File: src/rtl/cache_axi_master_if.sv
// Memory-side AXI4 bus between the cache burst master and the memory slave.
// Carries the five AXI channels; clock and reset stay outside.
interface cache_axi_master_if #(
   parameter int ADDR_W = 64,
   parameter int DATA_W = 32
);
   logic              ar_valid;
   logic              ar_ready;
   logic [ADDR_W-1:0] ar_addr;
   logic [7:0]        ar_len;
   logic [2:0]        ar_size;
   logic [1:0]        ar_burst;

   logic              r_valid;
   logic              r_ready;
   logic [DATA_W-1:0] r_data;
   logic              r_last;
   logic [1:0]        r_resp;

   logic              aw_valid;
   logic              aw_ready;
   logic [ADDR_W-1:0] aw_addr;
   logic [7:0]        aw_len;
   logic [2:0]        aw_size;
   logic [1:0]        aw_burst;

   logic                w_valid;
   logic                w_ready;
   logic [DATA_W-1:0]   w_data;
   logic [DATA_W/8-1:0] w_strb;
   logic                w_last;

   logic              b_valid;
   logic              b_ready;
   logic [1:0]        b_resp;

   modport master (
      output ar_valid, ar_addr, ar_len, ar_size, ar_burst,
      input  ar_ready,
      input  r_valid, r_data, r_last, r_resp,
      output r_ready,
      output aw_valid, aw_addr, aw_len, aw_size, aw_burst,
      input  aw_ready,
      output w_valid, w_data, w_strb, w_last,
      input  w_ready,
      input  b_valid, b_resp,
      output b_ready
   );

   modport slave (
      input  ar_valid, ar_addr, ar_len, ar_size, ar_burst,
      output ar_ready,
      output r_valid, r_data, r_last, r_resp,
      input  r_ready,
      input  aw_valid, aw_addr, aw_len, aw_size, aw_burst,
      output aw_ready,
      input  w_valid, w_data, w_strb, w_last,
      output w_ready,
      output b_valid, b_resp,
      input  b_ready
   );
endinterface

File: src/rtl/cache_axi_master.sv
// AXI4 burst master for the data cache: one INCR burst per line fill or write-back,
// returning the assembled line with a one-cycle completion pulse.
module cache_axi_master #(
   parameter int ADDR_W      = 64,
   parameter int DATA_W      = 32,
   parameter int BLOCK_WORDS = 16
) (
   input  logic                          clk,
   input  logic                          arst,
   input  logic                          i_start_read,
   input  logic                          i_start_write,
   input  logic [ADDR_W-1:0]             i_addr,
   input  logic [BLOCK_WORDS*DATA_W-1:0] i_wdata_block,
   output logic [BLOCK_WORDS*DATA_W-1:0] o_rdata_block,
   output logic                          o_r_last,
   output logic                          o_b_resp,
   output logic                          o_resp_err,
   cache_axi_master_if.master            axi
);

   localparam int OFF   = $clog2(BLOCK_WORDS * DATA_W / 8);
   localparam int CNT_W = $clog2(BLOCK_WORDS);
   localparam logic [CNT_W-1:0]  LEN        = CNT_W'(BLOCK_WORDS - 1);
   localparam logic [ADDR_W-1:0] ALIGN_MASK = {{(ADDR_W-OFF){1'b1}}, {OFF{1'b0}}};

   typedef enum logic [2:0] {IDLE, RD_ADDR, RD_DATA, WR, WR_RESP, DONE} state_t;

   state_t                        state;
   logic [ADDR_W-1:0]             addr_q;
   logic [BLOCK_WORDS*DATA_W-1:0] wblk;
   logic [CNT_W-1:0]              rcnt;
   logic [CNT_W-1:0]              wcnt;
   logic                          err_acc;
   logic                          aw_done;
   logic                          w_done;

   logic r_hs, r_beat_err, aw_hs, w_hs, aw_fin, w_fin;

   assign r_hs       = axi.r_valid & axi.r_ready;
   assign r_beat_err = (axi.r_resp != 2'b00) | (axi.r_last != (rcnt == LEN));
   assign aw_hs      = axi.aw_valid & axi.aw_ready;
   assign w_hs       = axi.w_valid & axi.w_ready;
   // AW and the final W beat may land in the same cycle, or AW may trail all W beats.
   assign aw_fin     = aw_done | aw_hs;
   assign w_fin      = w_done | (w_hs & (wcnt == LEN));

   assign axi.ar_addr  = addr_q;
   assign axi.ar_len   = 8'(BLOCK_WORDS - 1);
   assign axi.ar_size  = 3'($clog2(DATA_W / 8));
   assign axi.ar_burst = 2'b01;
   assign axi.aw_addr  = addr_q;
   assign axi.aw_len   = 8'(BLOCK_WORDS - 1);
   assign axi.aw_size  = 3'($clog2(DATA_W / 8));
   assign axi.aw_burst = 2'b01;
   assign axi.w_data   = wblk[int'(wcnt)*DATA_W +: DATA_W];
   assign axi.w_strb   = '1;
   assign axi.w_last   = (wcnt == LEN);

   // Request payload is captured once at accept so the bus payload stays stable.
   always_ff @(posedge clk) begin
      if (state == IDLE && (i_start_write || i_start_read))
         addr_q <= i_addr & ALIGN_MASK;
      if (state == IDLE && i_start_write)
         wblk <= i_wdata_block;
   end

   always_ff @(posedge clk or posedge arst) begin
      if (arst) begin
         state         <= IDLE;
         axi.ar_valid  <= 1'b0;
         axi.r_ready   <= 1'b0;
         axi.aw_valid  <= 1'b0;
         axi.w_valid   <= 1'b0;
         axi.b_ready   <= 1'b0;
         o_r_last      <= 1'b0;
         o_b_resp      <= 1'b0;
         o_resp_err    <= 1'b0;
         o_rdata_block <= '0;
         rcnt          <= '0;
         wcnt          <= '0;
         err_acc       <= 1'b0;
         aw_done       <= 1'b0;
         w_done        <= 1'b0;
      end else begin
         case (state)
            IDLE: begin
               if (i_start_write) begin
                  state        <= WR;
                  axi.aw_valid <= 1'b1;
                  axi.w_valid  <= 1'b1;
                  wcnt         <= '0;
                  aw_done      <= 1'b0;
                  w_done       <= 1'b0;
                  err_acc      <= 1'b0;
               end else if (i_start_read) begin
                  state        <= RD_ADDR;
                  axi.ar_valid <= 1'b1;
                  rcnt         <= '0;
                  err_acc      <= 1'b0;
               end
            end
            RD_ADDR: begin
               if (axi.ar_ready) begin
                  axi.ar_valid <= 1'b0;
                  axi.r_ready  <= 1'b1;
                  state        <= RD_DATA;
               end
            end
            RD_DATA: begin
               if (r_hs) begin
                  o_rdata_block[int'(rcnt)*DATA_W +: DATA_W] <= axi.r_data;
                  rcnt    <= rcnt + 1'b1;
                  err_acc <= err_acc | r_beat_err;
                  if (rcnt == LEN) begin
                     axi.r_ready <= 1'b0;
                     o_r_last    <= 1'b1;
                     o_resp_err  <= err_acc | r_beat_err;
                     state       <= DONE;
                  end
               end
            end
            WR: begin
               if (aw_hs) begin
                  axi.aw_valid <= 1'b0;
                  aw_done      <= 1'b1;
               end
               if (w_hs) begin
                  wcnt <= wcnt + 1'b1;
                  if (wcnt == LEN) begin
                     axi.w_valid <= 1'b0;
                     w_done      <= 1'b1;
                  end
               end
               if (aw_fin && w_fin) begin
                  axi.b_ready <= 1'b1;
                  state       <= WR_RESP;
               end
            end
            WR_RESP: begin
               if (axi.b_valid) begin
                  axi.b_ready <= 1'b0;
                  o_b_resp    <= 1'b1;
                  o_resp_err  <= err_acc | (axi.b_resp != 2'b00);
                  state       <= DONE;
               end
            end
            DONE: begin
               // Requests are still held high here; returning to IDLE without sampling them
               // prevents a duplicate burst.
               o_r_last   <= 1'b0;
               o_b_resp   <= 1'b0;
               o_resp_err <= 1'b0;
               aw_done    <= 1'b0;
               w_done     <= 1'b0;
               state      <= IDLE;
            end
            default: state <= IDLE;
         endcase
      end
   end

endmodule
File: src/flat_wrapper.sv
// flat-port wrapper written by rule: the top's interface ports become plain ports
module cache_axi_master_flat 
#(
   parameter int ADDR_W      = 64,
   parameter int DATA_W      = 32,
   parameter int BLOCK_WORDS = 16
)
  (clk, arst, i_start_read, i_start_write, i_addr, i_wdata_block, o_rdata_block, o_r_last, o_b_resp, o_resp_err, axi_ar_valid, axi_ar_addr, axi_ar_len, axi_ar_size, axi_ar_burst, axi_ar_ready, axi_r_valid, axi_r_data, axi_r_last, axi_r_resp, axi_r_ready, axi_aw_valid, axi_aw_addr, axi_aw_len, axi_aw_size, axi_aw_burst, axi_aw_ready, axi_w_valid, axi_w_data, axi_w_strb, axi_w_last, axi_w_ready, axi_b_valid, axi_b_resp, axi_b_ready);
  cache_axi_master_if #(.ADDR_W(ADDR_W), .DATA_W(DATA_W)) axi_i ();
  input  logic clk;
  input  logic arst;
  input  logic i_start_read;
  input  logic i_start_write;
  input  logic [ADDR_W-1:0] i_addr;
  input  logic [BLOCK_WORDS*DATA_W-1:0] i_wdata_block;
  output logic [BLOCK_WORDS*DATA_W-1:0] o_rdata_block;
  output logic o_r_last;
  output logic o_b_resp;
  output logic o_resp_err;
  output wire logic [$bits(axi_i.ar_valid)-1:0] axi_ar_valid;
  output wire logic [$bits(axi_i.ar_addr)-1:0] axi_ar_addr;
  output wire logic [$bits(axi_i.ar_len)-1:0] axi_ar_len;
  output wire logic [$bits(axi_i.ar_size)-1:0] axi_ar_size;
  output wire logic [$bits(axi_i.ar_burst)-1:0] axi_ar_burst;
  input wire logic [$bits(axi_i.ar_ready)-1:0] axi_ar_ready;
  input wire logic [$bits(axi_i.r_valid)-1:0] axi_r_valid;
  input wire logic [$bits(axi_i.r_data)-1:0] axi_r_data;
  input wire logic [$bits(axi_i.r_last)-1:0] axi_r_last;
  input wire logic [$bits(axi_i.r_resp)-1:0] axi_r_resp;
  output wire logic [$bits(axi_i.r_ready)-1:0] axi_r_ready;
  output wire logic [$bits(axi_i.aw_valid)-1:0] axi_aw_valid;
  output wire logic [$bits(axi_i.aw_addr)-1:0] axi_aw_addr;
  output wire logic [$bits(axi_i.aw_len)-1:0] axi_aw_len;
  output wire logic [$bits(axi_i.aw_size)-1:0] axi_aw_size;
  output wire logic [$bits(axi_i.aw_burst)-1:0] axi_aw_burst;
  input wire logic [$bits(axi_i.aw_ready)-1:0] axi_aw_ready;
  output wire logic [$bits(axi_i.w_valid)-1:0] axi_w_valid;
  output wire logic [$bits(axi_i.w_data)-1:0] axi_w_data;
  output wire logic [$bits(axi_i.w_strb)-1:0] axi_w_strb;
  output wire logic [$bits(axi_i.w_last)-1:0] axi_w_last;
  input wire logic [$bits(axi_i.w_ready)-1:0] axi_w_ready;
  input wire logic [$bits(axi_i.b_valid)-1:0] axi_b_valid;
  input wire logic [$bits(axi_i.b_resp)-1:0] axi_b_resp;
  output wire logic [$bits(axi_i.b_ready)-1:0] axi_b_ready;
  assign axi_ar_valid = axi_i.ar_valid;
  assign axi_ar_addr = axi_i.ar_addr;
  assign axi_ar_len = axi_i.ar_len;
  assign axi_ar_size = axi_i.ar_size;
  assign axi_ar_burst = axi_i.ar_burst;
  assign axi_i.ar_ready = axi_ar_ready;
  assign axi_i.r_valid = axi_r_valid;
  assign axi_i.r_data = axi_r_data;
  assign axi_i.r_last = axi_r_last;
  assign axi_i.r_resp = axi_r_resp;
  assign axi_r_ready = axi_i.r_ready;
  assign axi_aw_valid = axi_i.aw_valid;
  assign axi_aw_addr = axi_i.aw_addr;
  assign axi_aw_len = axi_i.aw_len;
  assign axi_aw_size = axi_i.aw_size;
  assign axi_aw_burst = axi_i.aw_burst;
  assign axi_i.aw_ready = axi_aw_ready;
  assign axi_w_valid = axi_i.w_valid;
  assign axi_w_data = axi_i.w_data;
  assign axi_w_strb = axi_i.w_strb;
  assign axi_w_last = axi_i.w_last;
  assign axi_i.w_ready = axi_w_ready;
  assign axi_i.b_valid = axi_b_valid;
  assign axi_i.b_resp = axi_b_resp;
  assign axi_b_ready = axi_i.b_ready;
  cache_axi_master #(.ADDR_W(ADDR_W), .DATA_W(DATA_W), .BLOCK_WORDS(BLOCK_WORDS)) u_core (.clk(clk), .arst(arst), .i_start_read(i_start_read), .i_start_write(i_start_write), .i_addr(i_addr), .i_wdata_block(i_wdata_block), .o_rdata_block(o_rdata_block), .o_r_last(o_r_last), .o_b_resp(o_b_resp), .o_resp_err(o_resp_err), .axi(axi_i));
endmodule
File: config.mk
export PLATFORM = sky130hd
export DESIGN_NAME = cache_axi_master_flat
export DESIGN_NICKNAME = d
export VERILOG_FILES = /design/src/rtl/cache_axi_master_if.sv /design/src/rtl/cache_axi_master.sv /design/src/flat_wrapper.sv
export SDC_FILE = /design/constraint.sdc
export NUM_CORES = 1
export LEC_CHECK = 0
export BUFFER_PORTS_ARGS = -buffer_cell sky130_fd_sc_hd__buf_2
export CAP_MARGIN = 20
export CORE_AREA = 2 2 526 528
export DETAILED_ROUTE_END_ITERATION = 16
export DIE_AREA = 0 0 528 530
export HOLD_SLACK_MARGIN = 0.08
export PLACE_DENSITY = 0.3
export SYNTH_ARGS = -nofsm -noshare
export SYNTH_HDL_FRONTEND = slang
export SYNTH_SLANG_ARGS = --single-unit
File: constraint.sdc
create_clock -name clk -period 14.6 [get_ports clk]
set_input_delay 0.73 -clock clk [delete_from_list [all_inputs] [get_ports clk]]
set_output_delay 0.73 -clock clk [all_outputs]
set_load 0.02 [all_outputs]
# == Word-level counts from Yosys, hierarchy flattened ==
# Index checks and enable logic that the tools add are counted.
# classes
muxes,52
n_eq_ne,20
reduce_logical,31
n_shift,3
bitwise,9
add_sub_neg,3
# op_table
op,n
512-bit bitwise mux,1
"32-bit by 33-bit variable shift with 512-bit output, first input constant",1
32-bit by 33-bit indexed part select with 512-bit output,1
512-bit by 10-bit indexed part select with 32-bit output,1
9-bit negation with 33-bit output,1
1-bit 2-to-1 mux,25
4-bit AND reduction,6
3-bit 2-to-1 mux,7
4-bit 2-to-1 mux,5
3-bit AND reduction,6
2-bit nonzero test,9
1-bit case mux with 2 select lines,8
4-bit case mux with 2 select lines,2
3-bit case mux with 5 select lines,1
"2-bit inequality test, second input constant",6
"2-bit by 1-bit inequality test with 1-bit output, second input constant",5
1-bit case mux with 3 select lines,3
"4-bit by 1-bit adder with 4-bit output, second input constant",2
"4-bit equality test, second input constant",2
"3-bit by 2-bit equality test with 1-bit output, second input constant",2
"3-bit equality test, second input constant",2
6-bit AND reduction,1
3-bit nonzero test,2
1-bit bitwise OR,5
other kinds (8),14
# totals
elab_cells,135
input_bits,622
register_bits,1104
out_inout_bits,711

# == Longest topological paths before layout ==
# depth
word_depth,7
mapped_depth,10

# == Least setup slack after synthesis ==
# OpenSTA, ideal clock, no wires.
# synth_timing
kind,reg2reg
start,reg u_core.state[2]
end,"reg u_core.wblk[0], enable pin"
synth_period_minus_slack_ns,11.618
path_stages_with_launch,5
n_path_buf,1
t_arrival_ns,10.759
setup_time_ns,0.858
path_slack_ns,2.982
cell_sequence,dfrtp_1 clkbuf_1 nor3_1 nand2_1 inv_1
# synth_via
elab_chain_len,2
# synth_rtl
element,line,source
from (decl),cache_axi_master.sv:28,state_t state;
from (signal assigned),cache_axi_master.sv:69,state <= IDLE;
from (signal assigned),cache_axi_master.sv:88,state <= WR;
from (signal assigned),cache_axi_master.sv:96,state <= RD_ADDR;
3-bit zero test,cache_axi_master.sv:63,if (state == IDLE && i_start_write)
1-bit logical AND,cache_axi_master.sv:63,
to (signal assigned),cache_axi_master.sv:64,wblk <= i_wdata_block;
to (decl),cache_axi_master.sv:30,logic [BLOCK_WORDS*DATA_W-1:0] wblk;
# No other way between the ends.
# A chain may end at the register's enable or synchronous reset.

# == Worst setup path in the final report ==
# layout_timing
start,reg u_core.wcnt[0]
end,out axi_w_data[13]
# layout_via
elab_chain_len,1
# layout_rtl
element,line,source
from (decl),cache_axi_master.sv:32,logic [CNT_W-1:0] wcnt;
from (signal assigned),cache_axi_master.sv:128,wcnt <= wcnt + 1'b1;
512-bit by 10-bit indexed part select with 32-bit output,cache_axi_master.sv:55,assign axi.w_data = wblk[int'(wcnt)*DATA_W +: DATA_W];
to (decl),flat_wrapper.sv:38,output wire logic [$bits(axi_i.w_data)-1:0] axi_w_data;
# No other way between the ends.

==> flow_summary_export.csv <==
group,metric,value,unit
status,status,"finished clean",
yosys,syn-cell-area,44300,um2
yosys,synthMuxAreaShare,8.22,%
clock_tree,clock_latency,0.80,ns
route,antenna_left,0,
grt,overflow,0,
critical_path,r2r_end,"u_core.wblk[337]",
power_and_ir_drop,power.leakage,0.0274,uW
critical_path,cp.arrival,4.41,ns
layout,fill_cells,29600,
grt,grt_use_total,16.0,%
placement,gp_congestion,0.771,
yosys,synth_top_area_share,38.7,%
yosys,syn_inst,3265,
sta,clock_skew,0.0570,ns
clock_tree,clkTransAtPathRegs,0.06,ns
yosys,synthSimpleGateAreaFrac,6.34,%
route,drcViolationCount,0,
yosys,synth_compound_area_share,10.6,%
hold_path,hold_path_class,"in -> async",
job,cap_violations,0,
power_and_ir_drop,switching_share,38.3,%
floorplanning,die_height,530,um
yosys,synth-main-ff-cell,"edfxtp_1",
layout,fin_nets,5595,
layout,drive_gt1_share,35.0,%
power_and_ir_drop,p_seq_share,35.9,%
yosys,yosysWarnings,0,
critical_path,start_kind,"register",
sta,rsz0062_at_grt,"no",
yosys,post_synth_fa_ha_maj_area_fraction,0.113,%
floorplanning,initial_utilization,16.1,%
critical_path,end_kind,"output pin",
power_and_ir_drop,switchingPower,4260,uW
clock_tree,cts_max_level,4,
route,dr_total_vias,34800,
clock_tree,cts_buffer_depth,4,
floorplanning,num_io_pins,1333,
power_and_ir_drop,clockPowerShare,33.2,%
sta,fin_crit,5.14,ns
placement,placed_area,54200,um2
floorplanning,dieWidth,528,um
yosys,yosys.cell_count.top_type,"edfxtp_1",
yosys,yosys-top-cells-area,"edfxtp_1, dfrtp_1, mux4_2, o21ai_0, nand2_1",
critical_path,reg2regPathDepth,6,
placement,dp.cells,7882,
yosys,yosys_register_bits,1104,
yosys,synth_top_family_by_area,"compound AO/OA/AOI/OAI gates",
power_and_ir_drop,power_density,173,nW/um2
clock_tree,clock-root-buffer,"clkbuf_16",
yosys,synth_edf_count,570,
grt,grt_max_degree,153,
power_and_ir_drop,p_comb_share,30.9,%
clock_tree,cts_tree,"built",
layout,area_growth,45.7,%
yosys,synth_xor_area_share,0.0961,%
route,drt-initial-drc-count,2236,
sta,fin_crit_sh,35.2,%
route,detail_route.first_pass.iterations,5,
power_and_ir_drop,internal-power,6880,uW
yosys,yosysSeqAreaShare,68.8,%
clock_tree,cts_setup_buffers,0,
floorplanning,coreArea,275000,um2
grt,antenna_found_initial,112,
yosys,async_flop_share,48.4,%
placement,port-buffer-count,1284,
layout,layoutNonFillerInstCount,8736,
floorplanning,num_rows,193,
sta,worst_slew_pin_slew,1.18,ns
route,routedWlPerCell,26.6,um
floorplanning,die-area,280000,um2
critical_path,r2r_slack,9.95,ns
sta,slew_viol_final,0,
critical_path,required,13.87,ns
layout,final_cell_area,64500,um2
sta,fin_setup_tns,0,ns
placement,place_hpwl,167000,um
yosys,synthDistinctLibCells,57,
grt,grt_pass1_wl,313000,um
critical_path,crit_fanout,31,
sta,maxSlewHeadroom,21.0,%
power_and_ir_drop,peakVddDrop,0.178,mV
yosys,yosys.area.top_type,"edfxtp_1",
yosys,syn_area_per_cell,13.6,um2
sta,setup_viol_count_final,0,
clock_tree,clock_sinks,1104,
route,wirelength,232000,um
route,avgViaCountPerCell,3.98,
critical_path,path_class,"reg -> out",
grt,grt_pass1_vias,36000,
sta,fmax,0.195,GHz
clock_tree,cts_buffers,149,
sta,finalHoldViolations,0,
yosys,synthTopCellsByCount,"edfxtp_1, dfrtp_1, o21ai_0",
critical_path,r2r-start,"u_core.state[1]",
==> power by group through the flow <==
stage | combinational [uW] | sequential (uW) | clock (uW)
after floorplan | 1640 | 4330 | 0
after global placement | 3400 | 4070 | 0
after detailed placement | 3400 | 4070 | 0
after CTS | 3540 | 4010 | 3830
after global routing | 3680 | 4050 | 3940
final | 3440 | 4000 | 3690
==> layout by cell type (no fill, tap or decap), types with 14 or more instances in the layout <==
cell	n
buf_2	1284
edfxtp_1	570
dlygate4sd3_1	543
dfrtp_1	532
o21ai_0	480
nand2_1	270
inv_1	169
clkbuf_16	151
mux4_2	128
o31ai_1	126
nand3_1	108
a22oi_1	64
nor4_1	64
a21o_1	64
buf_4	63
diode_2	50
nor2_1	45
o21ai_1	43
conb_1	42
nand4_1	40
mux2_2	36
mux2i_1	34
clkbuf_1	33
clkinv_2	27
a21oi_1	15
clkbuf_8	14
==> sequential cells by signal, indices dropped and copies added, names as in the netlist, 3 cells and up <==
| register | cells |
|---|---|
| u_core.state | 3 |
| u_core.wcnt | 4 |
| u_core.o_rdata_block | 512 |
| u_core.axi.ar_addr | 58 |
| u_core.wblk | 512 |
| u_core.rcnt | 4 |
==> worst max-delay path, cell delays in order, from the launching register on <==
cell and delay (ns):
dfrtp_4 0.88, buf_4 0.56, buf_4 0.47, mux4_2 0.62, a22oi_1 0.61, nand2_1 0.12
buf_2 0.22
==> per-stage QoR <==
stage	worst slack, ns	utilization [%]	power (uW)	hold WS [ns]
floorplan	2.98	-	5970	0.495
global placement	9.66	19.7	7460	0.455
detailed placement	9.89	19.7	7470	0.460
CTS	9.09	23.4	11400	0.0805
global route	9.11	23.5	11700	0.0868
finish	9.46	23.5	11100	0.0901
==> per-layer routing <==
layer | vias up | wire length [um] | GRT usage, %
met2 | 1402 | 112000 | 27.1
met1 | 17600 | 94500 | 19.5
li1 | 15400 | - | -
met4 | 64 | 6260 | 4.15
met5 | - | 391 | 0
met3 | 340 | 18500 | 5.03
==> layout make-up <==
cell class / count / area [um2] / share of cell area [%]
Clock inverter: 63 / 689 / 1.07
Antenna cell: 50 / 125 / 0.194
Timing Repair Buffer: 1895 / 12400 / 19.2
Clock buffer: 198 / 4100 / 6.35
Tap cell: 3607 / 4510 / 6.99
Sequential cell: 1104 / 30500 / 47.2
Inverter: 172 / 657 / 1.02
Multi-Input combinational cell: 1647 / 11500 / 17.9
==> repair_timing <==
| item | 4_1_cts | 5_1_grt |
|---|---|---|
| setup endpoints to repair | 0 | 0 |
| hold buffers | 543 | 0 |
| hold endpoints to repair | 543 | 0 |
| resized for setup | 0 | 0 |
==> cells by family after synthesis <==
kind of cell             Yosys count
flip-flops                      1104
AO/OA/AOI/OAI                    804
AND/OR/NAND/NOR                  594
buffers and inverters            554
multiplexers                     199
adder cells (fa/ha/maj)            4
XOR/XNOR                           4
other                              2
==> how the worst max path moves through the flow <==
stage               slack, ns  depth (start not counted)       startpoint                        end
global placement         9.66                          8   u_core.rcnt[2]  u_core.o_rdata_block[217]
CTS                      9.09                          6   u_core.wcnt[0]             axi_w_data[13]
global route             9.11                          6   u_core.wcnt[0]             axi_w_data[13]
finish                   9.46                          6   u_core.wcnt[0]             axi_w_data[13]
floorplan                2.98                          4  u_core.state[2]             u_core.wblk[0]
detailed placement       9.89                          6  u_core.state[1]           u_core.wblk[417]
Power figures use the tool's default switching activity.
